$ cat src/rtl/letc_core_stage_f2.sv
`default_nettype none
// +----------------------------------------------------------------------+
// | letc_core_stage_f2 : fetch stage 2, one outstanding icache request    |
// | rev 1.0                                                               |
// +----------------------------------------------------------------------+
module letc_core_stage_f2 (
  input  logic        i_clk,
  input  logic        i_rst,
  input  logic        i_f1_valid,
  input  logic [29:0] i_f1_pc_word,
  input  logic [33:0] i_f1_fetch_addr,
  output logic        o_stage_ready,
  input  logic        i_stage_flush,
  input  logic        i_stage_stall,
  output logic        o_ic_req_valid,
  input  logic        i_ic_req_ready,
  output logic [33:0] o_ic_req_addr,
  input  logic        i_ic_rsp_valid,
  input  logic [31:0] i_ic_rsp_instr,
  input  logic        i_ic_rsp_fault,
  output logic        o_f2_to_d_valid,
  output logic [29:0] o_f2_to_d_pc_word,
  output logic [31:0] o_f2_to_d_instr,
  output logic        o_f2_to_d_fault,
  input  logic        i_d_ready
);

  typedef enum logic [2:0] {
    IDLE  = 3'd0,
    REQ   = 3'd1,
    WAIT  = 3'd2,
    HOLD  = 3'd3,
    DRAIN = 3'd4
  } state_t;

  state_t      state;
  state_t      next_state;
  logic [29:0] pc_word;
  logic [33:0] fetch_addr;
  logic [31:0] instr;
  logic        fault;
  logic        stage_ready;
  logic        accept;
  logic        capture;

  always_comb begin
    stage_ready = 1'b0;
    if (!i_stage_stall && !i_stage_flush) begin
      stage_ready = (state == IDLE) || ((state == HOLD) && i_d_ready);
    end
  end

  assign accept  = i_f1_valid && stage_ready;
  assign capture = (state == WAIT) && i_ic_rsp_valid && !i_stage_flush;

  always_comb begin
    next_state = state;
    if (i_stage_flush) begin
      unique case (state)
        IDLE:    next_state = IDLE;
        HOLD:    next_state = IDLE;
        REQ:     next_state = i_ic_req_ready ? DRAIN : IDLE;
        WAIT:    next_state = i_ic_rsp_valid ? IDLE : DRAIN;
        DRAIN:   next_state = DRAIN;
        default: next_state = IDLE;
      endcase
    end else begin
      unique case (state)
        IDLE:    if (accept) next_state = REQ;
        REQ:     if (i_ic_req_ready) next_state = WAIT;
        WAIT:    if (i_ic_rsp_valid) next_state = HOLD;
        // Handoff only when unstalled; a same-cycle accept chains straight to REQ.
        HOLD:    if (i_d_ready && !i_stage_stall) next_state = accept ? REQ : IDLE;
        DRAIN:   if (i_ic_rsp_valid) next_state = IDLE;
        default: next_state = IDLE;
      endcase
    end
  end

  always_ff @(posedge i_clk) begin
    if (i_rst) begin
      state      <= IDLE;
      pc_word    <= '0;
      fetch_addr <= '0;
      instr      <= '0;
      fault      <= 1'b0;
    end else begin
      state <= next_state;
      if (accept) begin
        pc_word    <= i_f1_pc_word;
        fetch_addr <= i_f1_fetch_addr;
      end
      if (capture) begin
        instr <= i_ic_rsp_instr;
        fault <= i_ic_rsp_fault;
      end
    end
  end

  assign o_stage_ready     = stage_ready;
  assign o_ic_req_valid    = (state == REQ);
  assign o_ic_req_addr     = fetch_addr;
  assign o_f2_to_d_valid   = (state == HOLD);
  assign o_f2_to_d_pc_word = pc_word;
  assign o_f2_to_d_instr   = instr;
  assign o_f2_to_d_fault   = fault;

endmodule
`default_nettype wire

$ cat config.mk
export PLATFORM = sky130hd
export DESIGN_NAME = letc_core_stage_f2
export DESIGN_NICKNAME = d
export VERILOG_FILES = /design/src/rtl/letc_core_stage_f2.sv
export SDC_FILE = /design/constraint.sdc
export NUM_CORES = 1
export LEC_CHECK = 0
export BUFFER_PORTS_ARGS = -buffer_cell sky130_fd_sc_hd__buf_2
export CORE_ASPECT_RATIO = 0.75
export CORE_MARGIN = 2
export CORE_UTILIZATION = 44
export DETAILED_ROUTE_END_ITERATION = 10
export GPL_TIMING_DRIVEN = 1
export PLACE_DENSITY = 0.8
export REMOVE_ABC_BUFFERS = 1
export SYNTH_ARGS = -nofsm -noshare
export SYNTH_HDL_FRONTEND = slang
export SYNTH_SLANG_ARGS = --single-unit
$ cat constraint.sdc
create_clock -name i_clk -period 2.4 [get_ports i_clk]
set_clock_uncertainty 0.15 [all_clocks]
set_input_delay 0 -clock i_clk [delete_from_list [all_inputs] [get_ports i_clk]]
set_output_delay 0 -clock i_clk [all_outputs]
set_load 0.01 [all_outputs]
Word-level counts from Yosys, hierarchy flattened
Index checks and enable logic that the tools add are counted.
- reduce and logical (&&, ||, !) cells: 11
- eq/ne operators: 9
- multiplexer cells: 12
- operator list (cell ; number):
    3-bit 2-to-1 mux ; 8
    3-bit one-hot mux with 5 select lines ; 1
    3-bit != test (second input constant) ; 3
    3-bit one-hot mux with 3 select lines ; 1
    3-bit by 2-bit equality test with 1-bit output (second input constant) ; 2
    1-bit logical AND ; 6
    3-bit by 2-bit != test with 1-bit output (second input constant) ; 2
    5-bit AND reduction ; 1
    3-bit by 1-bit equality test with 1-bit output (second input constant) ; 1
    3-bit equality test (second input constant) ; 1
    3-bit logical NOT ; 1
    1-bit logical NOT ; 2
    1-bit 2-to-1 mux ; 2
    1-bit logical OR ; 1
- logic and storage cells: 37
- flip-flop bits (word level): 100

Logic depth before layout (Yosys ltp)
- depth after elaboration: 9
- mapped depth: 7

Worst setup path before layout
OpenSTA, ideal clock, no wires.
- path kind: reg-to-reg
- start point: reg state[2]
- end point: reg pc_word[0] (netlist: o_f2_to_d_pc_word[0])
- buffers on the path: 3
- data required time: 2.118 ns
- cell stages (with the launch flop): 8
- slack: 0.395 ns
- arrival time: 1.723 ns
- period minus slack after synthesis: 2.005 ns
- cell sequence: dfxtp_1 buf_6 or4b_4 a211o_2 clkbuf_1 buf_2 nand2_1 a21oi_1
- cells in the longest elaborated chain, start to end: 5
- elaborated cells on any way between the ends: 6
- classes of those cells: eq/ne (1); mux (1); reduce/logical (4)
- RTL lines (element ; line ; source):
    from (decl) ; 36 ; state_t state;
    from (signal assigned) ; 88 ; state <= next_state;
    3-bit by 2-bit equality test with 1-bit output ; 49 ; stage_ready = (state == IDLE) || ((state == HOLD) && i_d_ready);
    1-bit logical AND ; 49 ;
    1-bit logical OR * ; 49 ;
    1-bit 2-to-1 mux * ; 48 ; if (!i_stage_stall && !i_stage_flush) begin
    1-bit logical AND * ; 53 ; assign accept = i_f1_valid && stage_ready;
    to (signal assigned) ; 90 ; pc_word <= i_f1_pc_word;
    to (decl) ; 38 ; logic [29:0] pc_word;
Every way passes the cells marked *; elsewhere a longest branch is shown, timed or not.
A chain may end at the register's enable or synchronous reset.

Final worst setup path
- start point: reg state[2]
- end point: reg fetch_addr[26] (netlist: o_ic_req_addr[26])
- cells in the longest elaborated chain, start to end: 5
- elaborated cells on any way between the ends: 6
- classes of those cells: eq/ne (1); mux (1); reduce/logical (4)
- RTL lines (element ; line ; source):
    3-bit by 2-bit equality test with 1-bit output ; 49 ;
    1-bit logical AND ; 49 ;
    1-bit logical OR * ; 49 ;
    1-bit 2-to-1 mux * ; 48 ;
    1-bit logical AND * ; 53 ;
    to (signal assigned) ; 91 ; fetch_addr <= i_f1_fetch_addr;
    to (decl) ; 39 ; logic [33:0] fetch_addr;
Marks and branches as above.

==> flow_metrics.env <==
export IMPL_outcome="finished clean"
export IMPL_finalHoldViolations=0
export IMPL_grt_pass1_wl_um=17700
export IMPL_grt_util_all_layers_pct=25.1
export IMPL_cp_num_buf_inv=1
export IMPL_irDropWorstVdd_uv=415
export IMPL_firstDrtPassIters=5
export IMPL_cts_root_buf="clkbuf_8"
export IMPL_cp_data_required_time_ns=2.52
export IMPL_placement_io_buffers=204
export IMPL_path_cells="or4b_4 > a211oi_4 > buf_4 > nand2_1 > a21oi_1"
export IMPL_core_area_um2=7950
export IMPL_fin_ws_ns=0.308
export IMPL_synth_cells=457
export IMPL_fin_nets=854
export IMPL_rsz0062_at_grt="no"
export IMPL_avgSynthCellArea_um2=7.97
export IMPL_fmax_mhz=478
export IMPL_routedWlPerCell_um=14.0
export IMPL_fillers=584
export IMPL_gp_congestion=0.883
export IMPL_drv_cap=0
export IMPL_path_clk_slew_ns=0.09
export IMPL_synth_seq_area_share_pct=55.0
export IMPL_cp_num_cells=5
export IMPL_fin_crit_sh_pct=87.2
export IMPL_drt_iter0_drc=251
export IMPL_synth_area_top_cells="dfxtp_1 55%, nand2_1 20%, a21oi_1 14%"
export IMPL_yosys_area_top_type_share_pct=55.0
export IMPL_relSlewSlack_pct=73.5
export IMPL_multi_input_area_um2=1450
export IMPL_synth_flop_cell="dfxtp_1"
export IMPL_setup_viol=0
export IMPL_clock_sinks=100
export IMPL_antenna_found_initial=0
export IMPL_cts_path_max_buffers=2
export IMPL_cp_slowest_cell="or4b_4"
export IMPL_endpoint_kind="register"
export IMPL_max_stage_delay_ns=0.58
export IMPL_ff2ff_path_depth=5
export IMPL_start_util_pct=45.8
export IMPL_clk_latency_ns=0.34
export IMPL_synth_warnings=0
export IMPL_yosys_area_top_type="dfxtp_1"
export IMPL_ios=205
export IMPL_cts_buffers=9
export IMPL_power_density_nw_per_um2=519
export IMPL_start_kind="register"
export IMPL_instances_no_fill=860
export IMPL_drive_above_1_share_pct=30.9
export IMPL_critical_path_class="reg -> reg"
export IMPL_fin_crit_ns=2.09
export IMPL_syn_area_um2=3640
export IMPL_die_h_um=82.8
export IMPL_async_flop_share_pct=0
export IMPL_grt_overflow=0
export IMPL_seqCellArea_um2=2000
export IMPL_crit_arrival_ns=2.21
export IMPL_synth_edf_count=0
export IMPL_first_global_vias=3945
export IMPL_cts_resized_gates=0
export IMPL_drc=0
export IMPL_synth_most_common_cell="nand2_1"
export IMPL_vias=4213
export IMPL_crit_family="simple AND/OR/NAND/NOR gates"
export IMPL_routed_wl_um=12000
export IMPL_ys_top_cells_by_count="197 x nand2_1, 100 x a21oi_1, 100 x dfxtp_1"
export IMPL_h_tree_depth=3
export IMPL_postRouteAntennaNets=0
export IMPL_place_inst=740
export IMPL_worstMarginPinSlew_ns=0.398
export IMPL_area_growth_pct=61.5
export IMPL_vias_per_cell=4.90
export IMPL_ys_ff_latch=100
export IMPL_min_path_type="in -> reg"
export IMPL_cellLeakagePower_nw=2.62
export IMPL_rows=28
export IMPL_worstPathMaxFanout=38
export IMPL_drv_slew=0
export IMPL_hpwlAfterDp_um=6870
export IMPL_cts_tree="yes"
export IMPL_die_x_um=109
export IMPL_yosysUniqueCellTypes=27
export IMPL_dp_slack_ns=0.337
export IMPL_grt_max_degree=58
export IMPL_holdPathStages=5
export IMPL_die_area_um2=9030
==> sequential cells by signal (all words and copies together), names as in the netlist <==
name and cells:
o_ic_req_addr 34, state 3, o_f2_to_d_fault 1, o_f2_to_d_pc_word 30, o_f2_to_d_instr 32
==> worst min-delay path, stage by stage <==
cell and delay [ns]:
buf_2 0.11, inv_1 0.05, a32o_1 0.13, or3_1 0.11, a2111oi_0 0.09
==> cell families after synthesis <==
family	share of synthesized area [%]
simple gates	24.3
compound gates	15.4
buf+inv	5.29
flops	55.0
==> metal layers <==
metal | vias up | GRT usage (%) | share of wire, %
li1 | 2059 | - | -
met1 | 1913 | 26.5 | 39
met2 | 196 | 46.6 | 50
met3 | 45 | 7.34 | 7.3
met4 | 0 | 12.1 | 3.6
met5 | - | 0 | 0
==> cell usage in the layout (no fill, tap or decap), drive strengths merged <==
master,netlist,final
nand3b,2,2
nand2,197,197
inv,1,1
nor2,2,2
a32o,1,1
o21bai,1,1
or4b,1,1
nand2b,1,1
a2111oi,1,1
dlygate4sd3,0,103
a21oi,100,100
clkbuf,20,11
and4b,1,1
nor3b,4,4
nor4b,1,1
dfxtp,100,100
buf,14,212
and3b,1,1
diode,0,1
nor2b,1,1
and2,1,1
clkinvlp,0,4
o21ai,1,1
clkinv,0,1
a211o,1,1
nor4,1,1
a211oi,1,1
or3,1,1
and2b,2,2
==> repair_timing <==
item	in CTS	in global routing
endpoints found under the hold margin	100	0
setup buffers	0	0
hold buffers	103	0
==> final timing paths <==
check / start / end / slack, ns
worst max-delay path: state[2] / o_ic_req_addr[26] / 0.31
worst min-delay path: i_ic_req_ready / state[0] / 0.05
worst max register to register: state[2] / o_ic_req_addr[26] / 0.31
worst min register to register: o_ic_req_addr[25] / o_ic_req_addr[25] / 0.31
==> power breakdown <==
| group | internal (mW) | switching (mW) |
|---|---|---|
| combinational | 0.228 | 0.171 |
| clock | 0.380 | 0.560 |
| sequential | 1.69 | 0.0188 |
==> layout make-up <==
class / count / area share (%)
Antenna cell: 1 / 0.0425
Clock buffer: 11 / 2.23
Clock inverter: 5 / 0.659
Inverter: 1 / 0.0638
Multi-Input combinational cell: 322 / 24.6
Sequential cell: 100 / 34.0
Tap cell: 105 / 2.23
Timing Repair Buffer: 315 / 36.1
==> through the flow <==
stage               setup TNS [ns]  util [%]  area [um^2]  hold WS (ns)  power, mW
floorplan                   -16.68         -         3450       -0.0996       1.84
detailed placement               0      58.8         4680        0.0958       2.01
global route                     0      73.9         5880        0.0487       3.18
finish                           0      74.0         5880        0.0521       3.05
CTS                              0      73.9         5880        0.0162       3.07
global placement                 0      58.8         4680        0.0894       2.00
(Power assumes the default switching activity.)
